$ cat src/rtl/dcache_miss_ctrl.sv
// ---------------------------------------------------------------------------
// dcache_miss_ctrl
//
// Request sequencer for a direct-mapped, write-back data cache. It takes one
// CPU load/store at a time and looks up the tag. Hits are answered straight
// from the cache RAM. On a miss, a dirty victim is first written back to
// memory as one full-line beat. The line is then refilled word by word, and
// tag, data and valid/dirty are written back in a single REFILL cycle.
//
// Ports
//   clk, reset          : clock, synchronous active-high reset
//   req_*               : CPU request (valid/ready handshake; ready only in IDLE)
//   resp_valid/rdata    : one-cycle completion pulse, load data (0 for stores)
//   ram_a / ram_dpra    : cache RAM index (data port / tag+flag port, equal)
//   ram_wen, ram_wen_dv : tag write enable, valid/dirty write enable
//   ram_we, ram_dina    : per-byte line write enables and line write data
//   ram_tag_w, ram_w_*  : tag and flag write data
//   ram_dpo, ram_cache_*: stored tag/flags (combinational read)
//   ram_douta           : stored line (registered read, valid one cycle later)
//   mem_wr_*            : victim writeback (req held until mem_wr_ready)
//   mem_rd_*            : refill request and ascending word beats
// ---------------------------------------------------------------------------
module dcache_miss_ctrl #(
  parameter int INDEX_SIZE    = 7,
  parameter int WORD_OFF_SIZE = 3,
  parameter int TAG_SIZE      = 32 - INDEX_SIZE - WORD_OFF_SIZE - 2
) (
  input  logic                              clk,
  input  logic                              reset,
  // CPU side
  input  logic                              req_valid,
  output logic                              req_ready,
  input  logic                              req_wr,
  input  logic [31:0]                       req_addr,
  input  logic [3:0]                        req_wstrb,
  input  logic [31:0]                       req_wdata,
  output logic                              resp_valid,
  output logic [31:0]                       resp_rdata,
  // cache RAM side
  output logic [INDEX_SIZE-1:0]             ram_a,
  output logic [INDEX_SIZE-1:0]             ram_dpra,
  output logic                              ram_wen,
  output logic                              ram_wen_dv,
  output logic [4*(2**WORD_OFF_SIZE)-1:0]   ram_we,
  output logic [TAG_SIZE-1:0]               ram_tag_w,
  output logic [32*(2**WORD_OFF_SIZE)-1:0]  ram_dina,
  output logic                              ram_w_valid,
  output logic                              ram_w_dirty,
  input  logic [TAG_SIZE-1:0]               ram_dpo,
  input  logic [32*(2**WORD_OFF_SIZE)-1:0]  ram_douta,
  input  logic                              ram_cache_valid,
  input  logic                              ram_cache_dirty,
  // memory side
  output logic                              mem_wr_req,
  output logic [31:0]                       mem_wr_addr,
  output logic [32*(2**WORD_OFF_SIZE)-1:0]  mem_wr_data,
  input  logic                              mem_wr_ready,
  output logic                              mem_rd_req,
  output logic [31:0]                       mem_rd_addr,
  input  logic                              mem_rd_ready,
  input  logic                              mem_rd_valid,
  input  logic [31:0]                       mem_rd_data
);

  localparam int WPL    = 2**WORD_OFF_SIZE;
  localparam int LINE_W = 32 * WPL;
  localparam int IDX_LO = WORD_OFF_SIZE + 2;

  typedef enum logic [2:0] {
    S_IDLE, S_LOOKUP, S_WB, S_RF_REQ, S_RF_DATA, S_REFILL
  } state_e;

  state_e                   state_q;
  logic [31:2]              addr_q;
  logic                     wr_q;
  logic [3:0]               wstrb_q;
  logic [31:0]              wdata_q;
  logic [TAG_SIZE-1:0]      victim_tag_q;
  // Holds the victim line during WB, then collects refill beats.
  logic [LINE_W-1:0]        line_q;
  logic [WORD_OFF_SIZE-1:0] cnt_q;

  logic [TAG_SIZE-1:0]      tag_l;
  logic [INDEX_SIZE-1:0]    idx_l;
  logic [WORD_OFF_SIZE-1:0] off_l;
  logic                     hit;
  logic [LINE_W-1:0]        merged_line;
  logic [4*WPL-1:0]         hit_we;
  logic                     unused_addr_bits;

  assign tag_l = addr_q[31 -: TAG_SIZE];
  assign idx_l = addr_q[IDX_LO +: INDEX_SIZE];
  assign off_l = addr_q[2 +: WORD_OFF_SIZE];
  assign hit   = ram_cache_valid && (ram_dpo == tag_l);

  // Byte-lane address bits never reach the cache; word granularity only.
  assign unused_addr_bits = ^req_addr[1:0];

  // Per-byte store merge into the refilled line, and per-byte write enables
  // for a store hit. Both only touch the addressed word.
  for (genvar gi = 0; gi < WPL; gi++) begin : g_word
    for (genvar bi = 0; bi < 4; bi++) begin : g_byte
      assign hit_we[4*gi+bi] = wstrb_q[bi] && (off_l == WORD_OFF_SIZE'(gi));
      assign merged_line[32*gi+8*bi +: 8] =
        (wr_q && hit_we[4*gi+bi]) ? wdata_q[8*bi +: 8] : line_q[32*gi+8*bi +: 8];
    end
  end

  // Memory requests decode straight from the state register, so they drop
  // the cycle after a reset.
  assign mem_wr_req  = (state_q == S_WB);
  assign mem_wr_addr = {victim_tag_q, idx_l, {IDX_LO{1'b0}}};
  assign mem_wr_data = line_q;
  assign mem_rd_req  = (state_q == S_RF_REQ);
  assign mem_rd_addr = {tag_l, idx_l, {IDX_LO{1'b0}}};

  assign req_ready = (state_q == S_IDLE);
  assign ram_dpra  = ram_a;

  always_comb begin
    // In IDLE the index comes from the live request, so the 1-cycle data
    // read is already valid when LOOKUP starts.
    ram_a       = (state_q == S_IDLE) ? req_addr[IDX_LO +: INDEX_SIZE] : idx_l;
    resp_valid  = 1'b0;
    resp_rdata  = '0;
    ram_wen     = 1'b0;
    ram_wen_dv  = 1'b0;
    ram_we      = '0;
    ram_tag_w   = '0;
    ram_dina    = '0;
    ram_w_valid = 1'b0;
    ram_w_dirty = 1'b0;
    // Reset suppresses any write or completion of the in-flight operation.
    if (!reset) begin
      case (state_q)
        S_LOOKUP: begin
          if (hit) begin
            resp_valid = 1'b1;
            if (wr_q) begin
              ram_we      = hit_we;
              ram_dina    = {WPL{wdata_q}};
              ram_wen_dv  = 1'b1;
              ram_w_valid = 1'b1;
              ram_w_dirty = 1'b1;
            end else begin
              resp_rdata = ram_douta[32*off_l +: 32];
            end
          end
        end
        S_REFILL: begin
          resp_valid  = 1'b1;
          resp_rdata  = wr_q ? 32'h0 : line_q[32*off_l +: 32];
          ram_we      = '1;
          ram_dina    = merged_line;
          ram_wen     = 1'b1;
          ram_tag_w   = tag_l;
          ram_wen_dv  = 1'b1;
          ram_w_valid = 1'b1;
          ram_w_dirty = wr_q;
        end
        default: ;
      endcase
    end
  end

  always_ff @(posedge clk) begin
    if (reset) begin
      state_q      <= S_IDLE;
      addr_q       <= '0;
      wr_q         <= 1'b0;
      wstrb_q      <= '0;
      wdata_q      <= '0;
      victim_tag_q <= '0;
      line_q       <= '0;
      cnt_q        <= '0;
    end else begin
      case (state_q)
        S_IDLE: begin
          if (req_valid) begin
            addr_q  <= req_addr[31:2];
            wr_q    <= req_wr;
            wstrb_q <= req_wstrb;
            wdata_q <= req_wdata;
            state_q <= S_LOOKUP;
          end
        end
        S_LOOKUP: begin
          if (hit) begin
            state_q <= S_IDLE;
          end else begin
            line_q       <= ram_douta;
            victim_tag_q <= ram_dpo;
            state_q      <= (ram_cache_valid && ram_cache_dirty) ? S_WB : S_RF_REQ;
          end
        end
        S_WB: begin
          if (mem_wr_ready) state_q <= S_RF_REQ;
        end
        S_RF_REQ: begin
          if (mem_rd_ready) begin
            cnt_q   <= '0;
            state_q <= S_RF_DATA;
          end
        end
        S_RF_DATA: begin
          if (mem_rd_valid) begin
            line_q[32*cnt_q +: 32] <= mem_rd_data;
            cnt_q                  <= cnt_q + WORD_OFF_SIZE'(1);
            if (cnt_q == WORD_OFF_SIZE'(WPL-1)) state_q <= S_REFILL;
          end
        end
        S_REFILL: state_q <= S_IDLE;
        default:  state_q <= S_IDLE;
      endcase
    end
  end

endmodule

$ cat config.mk
export PLATFORM = sky130hd
export DESIGN_NAME = dcache_miss_ctrl
export DESIGN_NICKNAME = d
export VERILOG_FILES = /design/src/rtl/dcache_miss_ctrl.sv
export SDC_FILE = /design/constraint.sdc
export NUM_CORES = 2
export LEC_CHECK = 0
export CAP_MARGIN = 20
export CORE_AREA = 4 4 409 411
export DETAILED_ROUTE_END_ITERATION = 12
export DIE_AREA = 0 0 413 415
export PLACE_DENSITY = 0.46
export SETUP_SLACK_MARGIN = 0.02
export SLEW_MARGIN = 20
export SYNTH_ARGS = -nofsm -noshare
export SYNTH_HDL_FRONTEND = slang
export SYNTH_SLANG_ARGS = --single-unit
$ cat constraint.sdc
create_clock -name clk -period 7.1 [get_ports clk]
set_input_delay 1.42 -clock clk [delete_from_list [all_inputs] [get_ports clk]]
set_output_delay 1.42 -clock clk [all_outputs]
set_load 0.02 [all_outputs]
* After elaboration in Yosys (flattened, before gate mapping)
Index checks and enable logic that the tools add are counted.
** Word-level totals
- Register bits after elaboration :: 349
- Word-level logic and storage cells :: 184
** Operators by class
- Add/sub/neg operators :: 2
- Equal/unequal tests :: 20
- Shift-type cells :: 4
- Mux-type cells :: 74
- Bitwise gates (word level) :: 1
- Reductions and logical operators :: 75
** Operators by type and width (count)
- $mux 256 :: 5
- $pmux 256 s2 :: 2
- $shiftx 256x9->32 :: 2
- $bwmux 256 :: 1
- $mux 8 :: 32
- $shift 32x34->256 const A :: 1
- $shiftx 32x34->256 :: 1
- $mux 32 :: 7
- $pmux 32 s2 :: 2
- $logic_and 1x1->1 :: 66
- $mux 20 :: 2
- $neg 8->34 :: 1
- $eq 3x3->1 const B :: 7
- $mux 3 :: 7
- $eq 20x20->1 :: 1
- $pmux 3 s5 :: 1
- $eq 3x2->1 const B :: 4
- $mux 1 :: 9
- $ne 2x2->1 const B :: 4
- $mux 7 :: 1
- $eq 3x1->1 const B :: 2
- $logic_not 3->1 :: 2
- $pmux 1 s2 :: 3
- $pmux 3 s2 :: 1
- 8 further kinds :: 12

* Logic depth before layout (Yosys ltp)
- Depth after elaboration :: 6
- Gate-level depth with buffers :: 13
- Depth with buffers taken out :: 9

* Worst setup path after synthesis
Ideal clock, no wire load.
- Kind :: in2out
- Start point :: input port ram_dpo[0]
- End point :: output port ram_wen_dv
- Arrival time :: 3395 ps
- Required time :: 5680 ps
- Slack :: 2285 ps
- Stages on the path :: 8
- Cell sequence :: xnor2_1 nand4_1 nor4_4 buf_4 and2_1 a21oi_1 nor3_1 buf_4
** On the way
- Longest elaborated chain between the ends :: 5
** Ends and longest elaborated chain
- start: declaration :: RTL line 49 : input logic [TAG_SIZE-1:0] ram_dpo,
- $eq 20x20->1 :: RTL line 94 : assign hit = ram_cache_valid && (ram_dpo == tag_l);
- $logic_and 1x1->1 :: RTL line 94
- $mux 1
- $pmux 1 s2
- $mux 1
- end: declaration :: RTL line 43 : output logic ram_wen_dv,
Every way passes these cells.

* Worst setup path in the final report
- Start point :: input port ram_dpo[15]
- End point :: output port ram_dina[83]
** On the way
- Longest elaborated chain between the ends :: 5
** Ends and longest elaborated chain
- $eq 20x20->1 :: RTL line 94
- $logic_and 1x1->1 :: RTL line 94
- $mux 256 :: RTL line 137 : if (hit) begin
- $pmux 256 s2 :: RTL line 135 : case (state_q)
- $mux 256 :: RTL line 134 : if (!reset) begin
- end: declaration :: RTL line 46 : output logic [32*(2**WORD_OFF_SIZE)-1:0] ram_dina,
Every way passes these cells.

==> metrics.csv <==
stage;metric;value;unit
drt;wirelength_met1;79.8;mm
logic_synthesis;synth_edf_count;0;
finish;fin_nets;3801;
die;io-pin-count;1067;
logic_synthesis;async_flop_share;0;%
critical_path;critPathMaxStageDelay;630;ps
drt;dr_wl_met3;20.3;mm
die;num_rows;149;
logic_synthesis;synthMuxAreaShare;16.0;%
cts;clockBufferDepth;3;
timing;tightest_slew;1150;ps
die;die-height;415;um
cts;root_buffer;clkbuf_16;
cts;clk_latency;630;ps
global_route;grt_max_degree;144;
cts;clk_pin_slew;50;ps
place;gp_congestion;0.922;
critical_path;path_cells;clkdlybuf4s50_1 -> xor2_1 -> nor4_1 -> and3_1 -> nand4_1 -> buf_4 -> o21ai_1 -> a22o_1 -> clkdlybuf4s50_1;
cts;cts_made_buffers;49;
die;coreArea;164000;sq um
logic_synthesis;ys_warn_count;0;
logic_synthesis;synth_ff_type;dfxtp_1;
drt;viasPerCell;5.05;
run;max_cap_viol_count;0;
drt;vias;28640;
cts;cts_tree;yes;
global_route;grt_overflow;0;
cts;post_cts_resized;0;
critical_path;r2r_setup_slack;2660;ps
critical_path;crit_family;buffers and inverters;
timing;setup_tns;0;ps
power_and_ir_drop;ir_worst_vdd;215;uV
critical_path;crit_path_frequent_cell;clkdlybuf4s50_1;
timing;skew;26.4;ps
critical_path;crit_path_start_kind;input pin;
logic_synthesis;syn_area;22500;sq um
critical_path;cp_max_fo;16;
logic_synthesis;yosys.area_share.simple;14.9;%
timing;hold_slack;452;ps
critical_path;crit_type;input pin to output pin;
global_route;grt_usage;22.6;%
timing;drv_slew;0;
logic_synthesis;synth_commonest_cells;dfxtp_1 (349), a22o_1 (256), nand2_1 (227), nor2_1 (216), nor3_1 (199);
die;dieWidth;413;um
logic_synthesis;ys_ff_latch;349;
logic_synthesis;ys_types;58;
critical_path;end_kind;output pin;
logic_synthesis;synthTopCellsByArea;dfxtp_1 (31%), mux4_2 (13%), a22o_1 (10%);
logic_synthesis;synth_compound_area_share;28.7;%
critical_path;worstPathRequired;5680;ps
logic_synthesis;synth_top_family_by_area;compound AO/OA/AOI/OAI gates;
timing;rsz0062_at_grt;false;
die;die-area;171000;sq um
critical_path;cp_slowest_cell;o21ai_1;
drt;wl_met2;94.9;mm
drt;drc;0;
timing;hold_viol_final;0;
logic_synthesis;synthAdderAreaFrac;0.223;%
timing;slew_headroom;23.1;%
drt;dr.pass1.iters;8;
die;start_util;13.7;%
logic_synthesis;synth_area_leader_cell;dfxtp_1;
timing;timing.fmax;0.151;GHz
cts;cts.sinks;349;
drt;drt-total-wl;205;mm
place;io_buffer_count;1054;
critical_path;critPathBufInv;3;
cts;post_cts_buffers;0;
global_route;grt_pass1_wl;266;mm
logic_synthesis;synth.avg_cell_area;8.84;sq um
timing;setup_violations;0;
global_route;grt_pass1_vias;27734;
logic_synthesis;yosysMostFrequentCell;dfxtp_1;
drt;ant_nets;0;
finish;drive_gt1_share;13.1;%
cts;h-tree-depth;2;
power_and_ir_drop;power_density;251;nW/um^2
power_and_ir_drop;p_leak;12.4;nW
logic_synthesis;syn_inst;2540;
critical_path;crit_arrival;5200;ps
logic_synthesis;synth_top_area_share;31.1;%
cts;cts_hold_buf;0;
finish;area_growth;66.8;%
drt;highest_layer;met5;
global_route;antenna_found_initial;48;
logic_synthesis;ys_seq_area_share;31.1;%
drt;first_iter_violations;3762;
drt;wl_per_cell;36.1;um
power_and_ir_drop;power;9.40;mW
min_path;hp-class;register to register;
timing;fin_crit;6620;ps
place;dp_hpwl;153;mm
logic_synthesis;yosys.area_share.xor_xnor;0.780;%
outcome;status;finished clean;
timing;finalCritPeriodShare;93.3;%
kinds of logic after synthesis:
kind of cell / Yosys count
buffers and inverters: 409
flip-flops: 349
XOR/XNOR: 20
AO/OA/AOI/OAI: 813
AND/OR/NAND/NOR: 745
other: 1
adder cells (fa/ha/maj): 4
multiplexers: 199
flip-flops by register name (all words and copies together), names as in the netlist:
register	flops
mem_wr_data	256
wdata_q	32
addr_q	30
victim_tag_q	20
wstrb_q	4
cnt_q	3
state_q	3
wr_q	1
routing by layer:
layer / vias up / GRT usage [%]
met2: 2164 / 36.6
met4: 6 / 9.68
met5: - / 0
met3: 446 / 6.50
met1: 14443 / 28.0
li1: 11581 / -
placed cells by master (no fill, tap or decap), types with 29 or more instances in the layout:
cell,Yosys,layout
dfxtp_1,349,346
a221oi_1,191,191
clkdlybuf4s50_1,0,986
buf_12,0,51
and2_1,60,59
clkbuf_16,0,51
a22o_1,256,256
o22ai_1,32,32
buf_4,61,111
a21oi_1,154,149
mux2i_1,64,64
inv_1,72,72
nand2_1,227,223
diode_2,0,29
mux4_2,128,128
nor2_1,216,212
a211oi_1,64,64
nor3_1,199,196
a222oi_1,63,63
per-stage QoR:
stage / instance area [sq um] / instances / util [%] / worst slack, ps
floorplan: 22500 / 2549 / - / 2290
global placement: 35600 / 5550 / 21.7 / 541
detailed placement: 35700 / 5550 / 21.7 / 504
CTS: 37400 / 5640 / 22.8 / 503
global route: 37400 / 5656 / 22.8 / 439
finish: 37400 / 5669 / 22.8 / 478
power by group:
part | total, mW | internal, mW | switching, mW
combinational | 3.65 | 1.50 | 2.14
clock | 2.70 | 1.63 | 1.07
sequential | 3.05 | 2.33 | 0.715
worst reg2reg max path: stages, from the launching register on:
cell and delay (ps):
dfxtp_1 730, nor3b_2 270, buf_4 670, nand2_1 360, nor2_1 500, nand3_4 790
a222oi_1 850, a211oi_1 100
final timing paths:
path,startpoint,end,depth (start not counted)
setup / recovery,ram_dpo[15],ram_dina[83],9
hold / removal,victim_tag_q[4],victim_tag_q[4],2
setup reg to reg,state_q[2],mem_wr_data[42],7
hold reg to reg,victim_tag_q[4],victim_tag_q[4],2
layout make-up:
class	count	area, sq um
Sequential cell	349	7000
Tap cell	2189	2740
Clock buffer	72	1490
Clock inverter	18	231
Inverter	72	270
Fill cell	17972	127000
Multi-Input combinational cell	1791	13900
Antenna cell	29	72.6
Timing Repair Buffer	1149	11700
(Power assumes the default switching activity.)
